`src/rtl/barker_corr_param.sv`:
```
// Streaming Barker-code matched filter (L = 7/11/13) with AXI-Stream style in/out handshakes.
// Define BARKER_CORR_PEAK_CNT_EN to add the o_peak_cnt peak counter output.
module barker_corr_param #(
    parameter int                       DATA_W   = 8,
    parameter int                       CODE_LEN = 11,
    parameter logic signed [DATA_W+3:0] THRESH   = (DATA_W + 4)'(600)
) (
    input  logic                     i_clk,
    input  logic                     i_rst,
    input  logic signed [DATA_W-1:0] s_tdata,
    input  logic                     s_tvalid,
    input  logic                     s_tlast,
    output logic                     s_tready,
    output logic signed [DATA_W+3:0] m_tdata,
    output logic [1:0]               m_tuser,
    output logic                     m_tvalid,
    output logic                     m_tlast,
    input  logic                     m_tready
`ifdef BARKER_CORR_PEAK_CNT_EN
    ,
    output logic [15:0]              o_peak_cnt
`endif
);

    localparam int ACC_W  = DATA_W + 4;
    localparam int FILL_W = $clog2(CODE_LEN + 1);

    if (!(CODE_LEN == 7 || CODE_LEN == 11 || CODE_LEN == 13)) begin : g_bad_code_len
        $error("barker_corr_param: CODE_LEN must be 7, 11 or 13");
    end
    if (DATA_W < 2 || DATA_W > 16) begin : g_bad_data_w
        $error("barker_corr_param: DATA_W must be in 2..16");
    end

    // Code bits right-aligned, MSB is the first chip transmitted; '1' = +1, '0' = -1.
    function automatic logic [12:0] code_bits(input int len);
        case (len)
            7:       code_bits = {6'b0, 7'b1110010};
            11:      code_bits = {2'b0, 11'b11100010010};
            13:      code_bits = 13'b1111100110101;
            default: code_bits = '0;
        endcase
    endfunction

    localparam logic [12:0]             CODE       = code_bits(CODE_LEN);
    localparam logic signed [ACC_W-1:0] NEG_THRESH = -THRESH;
    localparam logic [FILL_W-1:0]       FILL_MAX   = FILL_W'(CODE_LEN);

    logic signed [DATA_W-1:0] r_win      [CODE_LEN];
    logic signed [DATA_W-1:0] w_win_next [CODE_LEN];
    logic [FILL_W-1:0]        r_fill;
    logic [FILL_W-1:0]        w_fill_next;
    logic                     w_accept;
    logic                     w_full;
    logic signed [ACC_W-1:0]  w_corr;
    logic signed [ACC_W-1:0]  w_term;
    logic [1:0]               w_user;

    // A new beat may enter whenever the single output slot is empty or being drained.
    assign s_tready = !m_tvalid || m_tready;
    assign w_accept = s_tvalid && s_tready;

    always_comb begin
        for (int j = 0; j < CODE_LEN - 1; j++) begin
            w_win_next[j] = r_win[j+1];
        end
        w_win_next[CODE_LEN-1] = s_tdata;
    end

    assign w_fill_next = (r_fill == FILL_MAX) ? r_fill : r_fill + 1'b1;
    assign w_full      = (w_fill_next == FILL_MAX);

    // Oldest sample w[0] is weighted by the code MSB, so an in-order code peaks when aligned.
    always_comb begin
        // NOTE: every always_comb output gets a default first so no path can leave it unassigned (latch).
        w_corr = '0;
        w_term = '0;
        for (int j = 0; j < CODE_LEN; j++) begin
            w_term = {{(ACC_W - DATA_W){w_win_next[j][DATA_W-1]}}, w_win_next[j]};
            w_corr = CODE[CODE_LEN-1-j] ? (w_corr + w_term) : (w_corr - w_term);
        end
    end

    always_comb begin
        w_user = 2'b00;
        if (w_full) begin
            w_user[0] = (w_corr >= THRESH);
            w_user[1] = (w_corr <= NEG_THRESH);
        end
    end

    always_ff @(posedge i_clk or posedge i_rst) begin
        // NOTE: the window is a handful of flops, not RAM, so it is cleared by reset like any register.
        if (i_rst) begin
            for (int j = 0; j < CODE_LEN; j++) begin
                r_win[j] <= '0;
            end
            r_fill <= '0;
        end else if (w_accept) begin
            if (s_tlast) begin
                for (int j = 0; j < CODE_LEN; j++) begin
                    r_win[j] <= '0;
                end
                r_fill <= '0;
            end else begin
                // NOTE: non-blocking assignments so every flop samples pre-edge values.
                r_win  <= w_win_next;
                r_fill <= w_fill_next;
            end
        end
    end

    // Output slot: a new accept overwrites the slot even while it is being drained (no bubble).
    always_ff @(posedge i_clk or posedge i_rst) begin
        if (i_rst) begin
            m_tvalid <= 1'b0;
            m_tdata  <= '0;
            m_tuser  <= 2'b00;
            m_tlast  <= 1'b0;
        end else if (w_accept) begin
            m_tvalid <= 1'b1;
            m_tdata  <= w_corr;
            m_tuser  <= w_user;
            m_tlast  <= s_tlast;
        end else if (m_tready) begin
            m_tvalid <= 1'b0;
        end
    end

`ifdef BARKER_CORR_PEAK_CNT_EN
    logic [15:0] r_peak_cnt;

    always_ff @(posedge i_clk or posedge i_rst) begin
        if (i_rst) begin
            r_peak_cnt <= '0;
        end else if (m_tvalid && m_tready && (m_tuser != 2'b00) && (r_peak_cnt != 16'hFFFF)) begin
            r_peak_cnt <= r_peak_cnt + 16'd1;
        end
    end

    assign o_peak_cnt = r_peak_cnt;
`endif

endmodule

```
`config.mk`:
```
export PLATFORM = sky130hd
export DESIGN_NAME = barker_corr_param
export DESIGN_NICKNAME = d
export VERILOG_FILES = /design/src/rtl/barker_corr_param.sv
export SDC_FILE = /design/constraint.sdc
export NUM_CORES = 1
export LEC_CHECK = 0
export ABC_AREA = 1
export CORE_MARGIN = 1
export CORE_UTILIZATION = 60
export DETAILED_ROUTE_END_ITERATION = 8
export DONT_BUFFER_PORTS = 1
export PLACE_DENSITY = 0.76
export SLEW_MARGIN = 20
export SYNTH_ARGS = -nofsm -noshare
export SYNTH_HDL_FRONTEND = slang
export SYNTH_SLANG_ARGS = --single-unit
export TNS_END_PERCENT = 5
```
`constraint.sdc`:
```
create_clock -name i_clk -period 5.5 [get_ports i_clk]
set_input_delay 0.825 -clock i_clk [delete_from_list [all_inputs] [get_ports i_clk]]
set_output_delay 0.825 -clock i_clk [all_outputs]
set_load 0.05 [all_outputs]
```
# Yosys cells after proc, flatten, opt, wreduce, memory -nomap -nowiden
# Cells that the tools add are included.
[word_totals] register_bits=100 out_inout_bits=17 inputBits=13 wordCells=40
[op_classes] n_addsub=11 n_lt_le_gt_ge=2 n_reduce_logical=4 n_mux=6 n_eq_ne=2
[ops] op="$mux W80" n=1
[ops] op="$sub A12 B8 Y12" n=4
[ops] op="$add A12 B8 Y12" n=2
[ops] op="$ge A12 B11 Y1 const B" n=1
[ops] op="$le A12 B11 Y1 const B" n=1
[ops] op="$sub A11 B8 Y12" n=1
[ops] op="$sub A10 B8 Y11" n=1
[ops] op="$add A9 B8 Y10" n=1
[ops] op="$add A8 B8 Y9" n=1
[ops] op="$eq A4 B4 Y1 const B" n=2
[ops] op="$mux W4" n=2
[ops] op="$add A4 B1 Y4 const B" n=1
[ops] op="$mux W1" n=2
[ops] op="$mux W2" n=1
[ops] op="$reduce_bool A2 Y1" n=1
[ops] op="$logic_and A1 B1 Y1" n=1
[ops] op="$logic_not A1 Y1" n=1
[ops] op="$logic_or A1 B1 Y1" n=1

# Logic depth before layout (Yosys ltp)
# Gate-level depths: netlist of the first run.
[depth] depth_word=12 depth_mapped=25 mapped_depth_nobuf=25

# Least setup slack after synthesis of the first run
# OpenSTA, ideal clock, no wires.
[synth_path] kind="input -> register" from="input s_tdata[7]" to="register m_tuser[1]" setup_slack_ns=0.664 required_time_ns=5.434 stages=19 path_buffers=0 setup_ns=0.066 arrival_ns=4.770 path_cell_list="inv_1 -> fa_1 -> fa_1 -> inv_1 -> fa_1 -> inv_1 -> fa_1 -> inv_1 -> fa_1 -> inv_1 -> ha_1 -> a21o_1 -> nor2_1 -> nand3_1 -> nand2_1 -> nand2_1 -> nor2_1 -> nand2_1 -> nand2_1"
[synth_between] elab_chain_len=3
[synth_lines] item="from (decl)" line_no="10" text="input logic signed [DATA_W-1:0] s_tdata,"
[synth_lines] item="$sub A12 B8 Y12" line_no="80" text="w_corr = CODE[CODE_LEN-1-j] ? (w_corr + w_term) : (w_corr - w_term);"
[synth_lines] item="$le A12 B11 Y1" line_no="88" text="w_user[1] = (w_corr <= NEG_THRESH);"
[synth_lines] item="$mux W2" line_no="86" text="if (w_full) begin"
[synth_lines] item="to (signal assigned)" line_no="123" text="m_tuser <= w_user;"
[synth_lines] item="to (decl)" line_no="15" text="output logic [1:0] m_tuser,"
# Every way passes these cells.
# A chain may end at the register's enable or synchronous reset.

# Final worst setup path of the first run
[layout_path] from="register r_win[39] (netlist bit)" to="register m_tuser[1]"
[layout_between] elab_chain_len=8
[layout_lines] item="from (decl)" line_no="49" text="logic signed [DATA_W-1:0] r_win [CODE_LEN];"
[layout_lines] item="from (signal assigned)" line_no="107" text="r_win <= w_win_next;"
[layout_lines] item="$sub A12 B8 Y12" line_no="80"
[layout_lines] item="$add A12 B8 Y12" line_no="80"
[layout_lines] item="$sub A12 B8 Y12 (2 in series)" line_no="80"
[layout_lines] item="$add A12 B8 Y12" line_no="80"
[layout_lines] item="$sub A12 B8 Y12" line_no="80"
[layout_lines] item="$le A12 B11 Y1" line_no="88"
[layout_lines] item="$mux W2" line_no="86"
# Every way passes these cells.

==> results list, run 1 <==
* Cells taking the most area after synthesis: sky130_fd_sc_hd__dfrtp_1 39%, sky130_fd_sc_hd__fa_1 25%, sky130_fd_sc_hd__inv_1 11%, sky130_fd_sc_hd__o22ai_1 7.5%, sky130_fd_sc_hd__nand2_1 5.0%
- # DRC: 0
- Width of the die: approximately 100 um
* Mean cell area of the mapped netlist: just under 10 um2
- Summing the areas of all and, or, nand and nor instances in the mapped netlist gives 9.27% of the synthesized area.
- Clk_lat worst skew: about 0.38 ns
- The final count of hold timing violations is 0.
* ANT nets after route: 0
- Die footprint: about 11000 um2
* Dominant combinational cell family by area after synthesis: adder cells
- In this run, synthesis inferred 0 flip-flops with an integrated enable.
* Post-Route Skew: 0.0117 ns
* Power per cell area: between 600 and 700 nW/um2
- Initial DRC Count: 190
- The number of max-slew violations in the final report came to 0.
- The worst setup path is captured at a register.
* Most common cell in the synthesized netlist: sky130_fd_sc_hd__inv_1
- Row generation in the floorplan step produced 37 rows.
- CTS Hold Bufs: 0
* Signal arrival time at the worst endpoint: about 5 ns
- Required @ worst endpoint: 5.77 ns
- The tool flagged a number of max-cap violations equal to 0.
- The worst-case IR drop observed on VDD is between 0.3 and 0.4 mV.
* Antenna violations before repair: 0
- Arithmetic-cell share of the synthesized area counting full adders, half adders and majority gates: between 20% and 30%
- No sink is reached through more buffers than the 2 on the longest clock path.
* Synthesis-to-finish area growth: 4.70%
- For this configuration, the core starts out at a cell density of 61.7%.
- In this run the worst path has a maximum fanout of 4.
- Half-perimeter wire length of the detailed placement result: around 8500 um
- Wire length of the first global-routing pass: 20400 um
- Warnings, synthesis: 0
- Before CTS, the worst setup slack after placement is about 0.39 ns.
- In this run the vertical extent of the chip is 105 um.
- After layout, the minimum clock period comes to between 4 and 5 ns.
* NumNets Final: 748
* Cell with the largest stage delay on the worst path: sky130_fd_sc_hd__fa_1
- Post-cts repair resize count: 0
* Share of post-route cells with drive strength above 1: under 10%
* Net count after synthesis: 753
- Gp weighted congestion: roughly 0.84
- After filler insertion, the fill cell instance count of the layout stands at 844.
- Lkg Pwr: 3.22 nW
* Highest clock rate: around 0.21 GHz
- The cell count after synthesis came out at 648.
- Final setup fails: 0
- The final layout contains routed wiring with a total length of ~11000 um.
* Classification of the worst-slack hold path: in2async
- After floorplanning, the core was sized to cover between 10000 and 15000 um2.
* Antenna fix cells: 0
- The cell area that synthesis handed to floorplanning was roughly 6300 um2.
* Slowest cell delay on critical path: a little under 0.6 ns
* Run status: complete, no violations
- After Yosys synthesis, XOR and XNOR cells account for less than 1% of the synthesized area.
- Using the TritonRoute via totals, the vias-per-cell ratio works out to 5.26.
- GRT Resource Usage Total: a little under a quarter
- Buffer type at the clock tree root: sky130_fd_sc_hd__clkbuf_8
- Setup repair after global routing left no endpoint under its margin.
- Measured against its own limit, the worst slew margin works out to 28.5%.
- At the pin with the least slew margin, the transition time is 1.07 ns.
- After clock tree synthesis, the clock-pin slew on the worst setup and hold paths is 0.09 ns.
- Unique masters post-synth: 29
* Fin Setup TNS: 0 ns
- Vias in the first global route: approximately 4600
- TritonCTS built the clock tree.
- Leading area contributor after synthesis: sky130_fd_sc_hd__dfrtp_1
* Type of the worst setup path: reg2reg
* Synth async-reset ratio: 100%
- In this run the count of I/O pins placed on the die edge is 30.
* Post-synthesis compound-gate area fraction: 9.93%
- Router iterations before antenna repair: 4
- Global-route congestion overflow total: 0
* Seq/Total Area, Yosys: between 30% and 40%
- Number of buffers added by the clock tree synthesis step: 9
- Pin count of the biggest net entering global routing: 64
- Final WS setup: just under 0.8 ns
- Average wire per standard cell: around 14 um
- Count of H-tree levels built during CTS: 3
* CP delay by family, top: adder cells
- After clock tree synthesis, the setup repair step added 0 buffers.
- Multiplexer share of the synthesized area: 0%
- Most numerous cell types in the synthesized netlist: 190 x sky130_fd_sc_hd__inv_1, 100 x sky130_fd_sc_hd__dfrtp_1, 85 x sky130_fd_sc_hd__nand2_1
* Critical path launch point type: register
- For this block, the via count after detailed routing is 4125.
- Flip-flop and latch count after synthesis: 100
- The number of buffers and inverters on the critical path is 5.
- The signal on the critical path passes through fa_1 -> inv_1 -> fa_1 -> inv_1 -> fa_1 -> inv_1 -> fa_1 -> inv_1 -> fa_1 -> inv_1 -> ha_1 -> nand2_1 -> nor2_1 -> nand3_1 -> nand3_1 -> nand2_1 -> nand2_1 -> nor2_1 -> nand2_1 -> nand2_1.
- The synthesized design devotes to its leading area cell type ~40% of total area.
- Commonest register cell after synthesis: sky130_fd_sc_hd__dfrtp_1
- The count of buffers added on input and output ports is 0.
* Number of sinks driven by the clock tree: 100
- Post-route clock period utilization: between 80% and 90%
metrics by stage:
step           utilization [%]  area [um2]  instances  power, mW  hold WS (ns)
3_3_place_gp              62.6        6440        768       3.56         0.492
2_1_floorplan                -        6340        648       3.16         0.473
4_1_cts                   64.6        6640        784       4.15         0.352
5_1_grt                   64.6        6640        784       4.65         0.365
6_report                  64.6        6640        784       4.12         0.352
3_5_place_dp              62.6        6440        768       3.65         0.500
where the power goes:
part / internal (mW) / leakage, nW / switching, mW
clock: 0.223 / 0.106 / 0.263
combinational: 0.964 / 1.76 / 1.64
sequential: 0.813 / 1.35 / 0.213
area by class of cell:
type	count	area [um2]	share of cell area, %
Timing Repair Buffer	3	22.5	0.339
Multi-Input combinational cell	335	3010	45.4
Inverter	194	731	11.0
Clock inverter	6	62.6	0.942
Clock buffer	10	138	2.07
Sequential cell	100	2500	37.7
Tap cell	136	170	2.56
per-layer routing:
metal	routed length, um	up-vias	track usage, %
li1	-	1967	-
met4	200	0	7.75
met3	285	19	4.55
met1	4840	2087	28.6
met2	6000	52	43.2
met5	0	-	0
worst reg2reg max path: stages, from the launching register on:
cell and delay [ns]:
sky130_fd_sc_hd__dfrtp_1 0.41, sky130_fd_sc_hd__fa_1 0.59, sky130_fd_sc_hd__inv_1 0.07, sky130_fd_sc_hd__fa_1 0.53
sky130_fd_sc_hd__inv_1 0.08, sky130_fd_sc_hd__fa_1 0.54, sky130_fd_sc_hd__inv_1 0.08, sky130_fd_sc_hd__fa_1 0.59
sky130_fd_sc_hd__inv_1 0.07, sky130_fd_sc_hd__fa_1 0.54, sky130_fd_sc_hd__inv_1 0.04, sky130_fd_sc_hd__ha_1 0.33
sky130_fd_sc_hd__nand2_1 0.09, sky130_fd_sc_hd__nor2_1 0.13, sky130_fd_sc_hd__nand3_1 0.13, sky130_fd_sc_hd__nand3_1 0.10
sky130_fd_sc_hd__nand2_1 0.07, sky130_fd_sc_hd__nand2_1 0.08, sky130_fd_sc_hd__nor2_1 0.04, sky130_fd_sc_hd__nand2_1 0.06
sky130_fd_sc_hd__nand2_1 0.04
logic make-up after synthesis:
logic type / count (synthesis)
buffers and inverters: 213
DFF: 100
and+or+nand+nor: 134
AOI/OAI and AO/OA: 104
adders and majority gates: 92
xor gates and xnor gates: 5
registers in the layout (all words and copies together), names as in the netlist:
register / cells
m_tvalid: 1
r_fill: 4
m_tdata: 12
r_win: 80
m_tlast: 1
m_tuser: 2
cell usage in the layout, fill, tap and decap left out, types with 2 or more instances in the layout:
| master | Yosys | layout |
|---|---|---|
| sky130_fd_sc_hd__nand3_2 | 3 | 3 |
| sky130_fd_sc_hd__buf_4 | 0 | 3 |
| sky130_fd_sc_hd__xor2_1 | 3 | 3 |
| sky130_fd_sc_hd__nand2_1 | 85 | 85 |
| sky130_fd_sc_hd__nand2_2 | 4 | 4 |
| sky130_fd_sc_hd__or2_2 | 2 | 2 |
| sky130_fd_sc_hd__nand3_1 | 22 | 22 |
| sky130_fd_sc_hd__dfrtp_1 | 100 | 100 |
| sky130_fd_sc_hd__fa_1 | 80 | 80 |
| sky130_fd_sc_hd__o22ai_1 | 76 | 76 |
| sky130_fd_sc_hd__clkbuf_8 | 0 | 10 |
| sky130_fd_sc_hd__ha_1 | 12 | 12 |
| sky130_fd_sc_hd__xnor2_1 | 2 | 2 |
| sky130_fd_sc_hd__inv_1 | 190 | 189 |
| sky130_fd_sc_hd__a21oi_1 | 4 | 4 |
| sky130_fd_sc_hd__clkinv_2 | 0 | 3 |
| sky130_fd_sc_hd__nor2_1 | 11 | 11 |
| sky130_fd_sc_hd__nand4_1 | 4 | 4 |
| sky130_fd_sc_hd__o21ai_0 | 19 | 19 |
| sky130_fd_sc_hd__inv_2 | 3 | 3 |
worst paths after layout:
path	slack, ns	startpoint	depth (start not counted)	end
max in group asynchronous	3.97	i_rst	2	m_tdata[3]
max reg2reg	0.78	r_win[39]	20	m_tuser[1]
min in group i_clk	0.53	r_win[72]	2	r_win[72]
max	0.78	r_win[39]	20	m_tuser[1]
min reg2reg	0.53	r_win[72]	2	r_win[72]
min	0.35	i_rst	1	r_win[5]
(Power assumes the default switching activity.)
==> run 2, diff against run 1 <==
- clock period: 5.5 -> 4.9 ns (I/O delays scaled with it)
==> run 2 against run 1 <==
Against the previous run:
- critical path depth fell by 1
- setup slack worse by 0.49 ns
- final cell count rose by 0.64%
- wire length is 1.4% lower
- largest cell class unchanged
==> results list, run 2 (synthesis gave the netlist of run 1 again) <==
- The non-filler instance count after layout is 789 (+0.64%).
- Worst-Margin Slew: 1.04 ns (-0.0337 ns)
- The worst setup path is launched from a register.
- The biggest fanout along the worst timing path is 4 (unchanged).
- Count of H-tree levels built during CTS: 3 (unchanged)
- The number of placement rows came to 37 (unchanged).
* Aggregate routed wire length: 11200 um (-1.4%)
* Top-Level Pins: 30 (unchanged)
* Antenna violations before repair: 0 (unchanged)
- The final net count is 753 (+0.67%).
- Post-route standard cell area excluding fillers: 6660 um2 (+0.32%)
- Gp weighted congestion: 0.872 (+4.2%)
- The minimum clock period is 4.61 ns (-0.108 ns).
* I/O Buffers: 0 (unchanged)
- Average wire per standard cell: 14.2 um (-2.0%)
* Core region area: 10300 um2 (unchanged)
- The normalized max-slew margin is 30.7% (+2.1 points).
- Router iterations before antenna repair: 4 (unchanged)
- R2R Path End: m_tuser[1]
* Width of the die: 105 um (unchanged)
* Wire length of the first global-routing pass: 20100 um (-1.5%)
- Clk_lat worst skew: 0.37 ns (about the same)
- The overall global routing resource usage came to 23.2% (-0.59 points).
* Lkg Pwr: 3.23 nW (+0.21%)
- Required @ worst endpoint: 5.21 ns (-0.56 ns)
* Die height: 105 um (unchanged)
- CTS placed an instance of sky130_fd_sc_hd__clkbuf_8 at the clock tree root.
- The worst hold path belongs to the class in2async.
- The clock transition at the registers of the reported paths is 0.10 ns (about the same).
* Share of post-route cells with drive strength above 1: 6.28% (+0.88 points)
- Global-route congestion overflow total: 0 (unchanged)
* Clock tree from TritonCTS: built
- Signal arrival time at the worst endpoint: 4.92 ns (-0.07 ns)
* Vias in the first global route: 4499 (-2.7%)
* Per-cell via count in the routed design: 5.26 (about the same)
- Max-slew violation count: 0 (unchanged)
- The number of antenna cells inserted is 0 (unchanged).
* Kind of end point of the critical path: register
* Reg-to-Reg Start: r_win[23]
- Die footprint: 11000 um2 (unchanged)
- The largest voltage drop on the vdd net is 0.413 mV (+20%).
- Via count of the routed design: 4150 (+0.61%)
* Fill cell total of the finished layout: 825 (-2.3%)
- The post-detailed-route DRC marker count came to 0 (unchanged).
- The final HPWL from detailed placement was 8540 um (+0.57%).
* Number of buffers added by the clock tree synthesis step: 9 (unchanged)
- Synthesis-to-finish area growth: 5.03%
* Post-Route Skew: 0.0137 ns (+0.00196 ns)
* Buffers from clock root to sink, at most: 2 (unchanged)
* Register ranked first by flip-flop count: r_win
- Post-route clock period utilization: 94.1% (+8.3 points)
* Commonest non-fill, non-tap cells in the layout: 189 x sky130_fd_sc_hd__inv_1, 100 x sky130_fd_sc_hd__dfrtp_1, 85 x sky130_fd_sc_hd__nand2_1
- Worst reg2reg path depth: 19 (-5.0%)
* Registers with the most flip-flops: r_win: 80 flops, m_tdata: 12 flops, r_fill: 4 flops
- Highest clock rate: 0.217 GHz (+2.3%)
- Most common cell after layout, fill and taps aside: sky130_fd_sc_hd__inv_1
- The number of clock sinks is 100 (unchanged).
- Cell area reported after detailed placement: 6470 um2 (+0.47%)
* Unrepaired setup endpoints after global routing: no
* Post-Place Cells: 772 (+0.52%)
* Register-to-register setup slack: 0.29 ns (-0.49 ns)
* CTS Hold Bufs: 0 (unchanged)
* Final setup fails: 0 (unchanged)
* Run status: complete, no violations
- Number of max-cap violations: 0 (unchanged)
* Type of the worst setup path: reg2reg
- The power density over the cells was 704 nW/um2 (+14%).
* Max reg flops: 80 (unchanged)
- The final count of hold timing violations is 0 (unchanged).
- Pin count of the biggest net entering global routing: 62 (-3.1%)
- The initial cell density of the core came to 61.7% (unchanged).
- Initial DRC Count: 168 (-12%)
- The remaining antenna violation count after routing is 0 (unchanged).
-- run 2: routing by layer --
metal  vias to the layer above  part of all wire (%)  global-route usage (%)
met1                      2080                    44                    29.9
met5                         -                     0                       0
met2                        63                    52                    40.7
li1                       1985                     -                       -
met4                         0                   2.0                    7.95
met3                        22                   2.0                    3.24
-- run 2: critical path, cell delays in order (launching register included) --
cell and delay (ns):
sky130_fd_sc_hd__dfrtp_1 0.37, sky130_fd_sc_hd__inv_1 0.12, sky130_fd_sc_hd__fa_1 0.49, sky130_fd_sc_hd__fa_1 0.58
sky130_fd_sc_hd__inv_1 0.06, sky130_fd_sc_hd__fa_1 0.52, sky130_fd_sc_hd__inv_1 0.08, sky130_fd_sc_hd__fa_1 0.58
sky130_fd_sc_hd__inv_1 0.07, sky130_fd_sc_hd__fa_1 0.54, sky130_fd_sc_hd__inv_1 0.05, sky130_fd_sc_hd__ha_1 0.33
sky130_fd_sc_hd__a21o_1 0.19, sky130_fd_sc_hd__nor2_1 0.13, sky130_fd_sc_hd__nand3_1 0.10, sky130_fd_sc_hd__nand2_1 0.08
sky130_fd_sc_hd__nand2_1 0.07, sky130_fd_sc_hd__nor2_1 0.09, sky130_fd_sc_hd__nand2_1 0.06, sky130_fd_sc_hd__nand2_1 0.05
-- run 2: cell type report --
class / instances / area, um2 / share of cell area (%)
clock buffers: 9 / 124 / 1.86
clock inverters: 7 / 57.6 / 0.864
inverters: 194 / 731 / 11.0
multi-input cells: 335 / 3020 / 45.3
flip-flops and latches: 100 / 2500 / 37.6
well taps: 136 / 170 / 2.55
repair buffers: 8 / 60.1 / 0.902
-- run 2: what timing repair did --
item,CTS,global route
buffers inserted,0,1
setup endpoints to repair,0,2
resized for setup,0,1
-- run 2: worst max path at each step --
stage,start,endpoint,slack [ns],cells past startpoint
2_1_floorplan,s_tdata[7],m_tuser[1],0.15,19
3_3_place_gp,s_tdata[7],m_tuser[1],0.03,19
3_5_place_dp,s_tdata[7],m_tuser[1],-0.05,20
4_1_cts,r_win[39],m_tuser[1],0.26,20
5_1_grt,r_win[23],m_tuser[1],0.03,20
6_report,r_win[23],m_tuser[1],0.29,19
-- run 2: where the power goes --
part | leakage (nW) | total [mW] | switching (mW) | internal (mW)
registers | 1.35 | 1.15 | 0.239 | 0.913
logic | 1.79 | 3.04 | 1.89 | 1.15
clock network | 0.0881 | 0.500 | 0.308 | 0.192
total | 3.23 | 4.69 | 2.44 | 2.25
-- run 2: stage by stage --
stage / worst slack, ns / setup TNS, ns / utilization (%) / hold WS [ns] / total power, mW
after floorplan: 0.154 / 0 / - / 0.473 / 3.54
after global placement: 0.0321 / 0 / 62.9 / 0.493 / 4.08
after detailed placement: -0.0518 / -0.0753 / 62.9 / 0.497 / 4.19
after CTS: 0.260 / 0 / 64.7 / 0.342 / 4.70
after global routing: 0.0297 / 0 / 64.8 / 0.362 / 5.23
final: 0.287 / 0 / 64.8 / 0.325 / 4.69
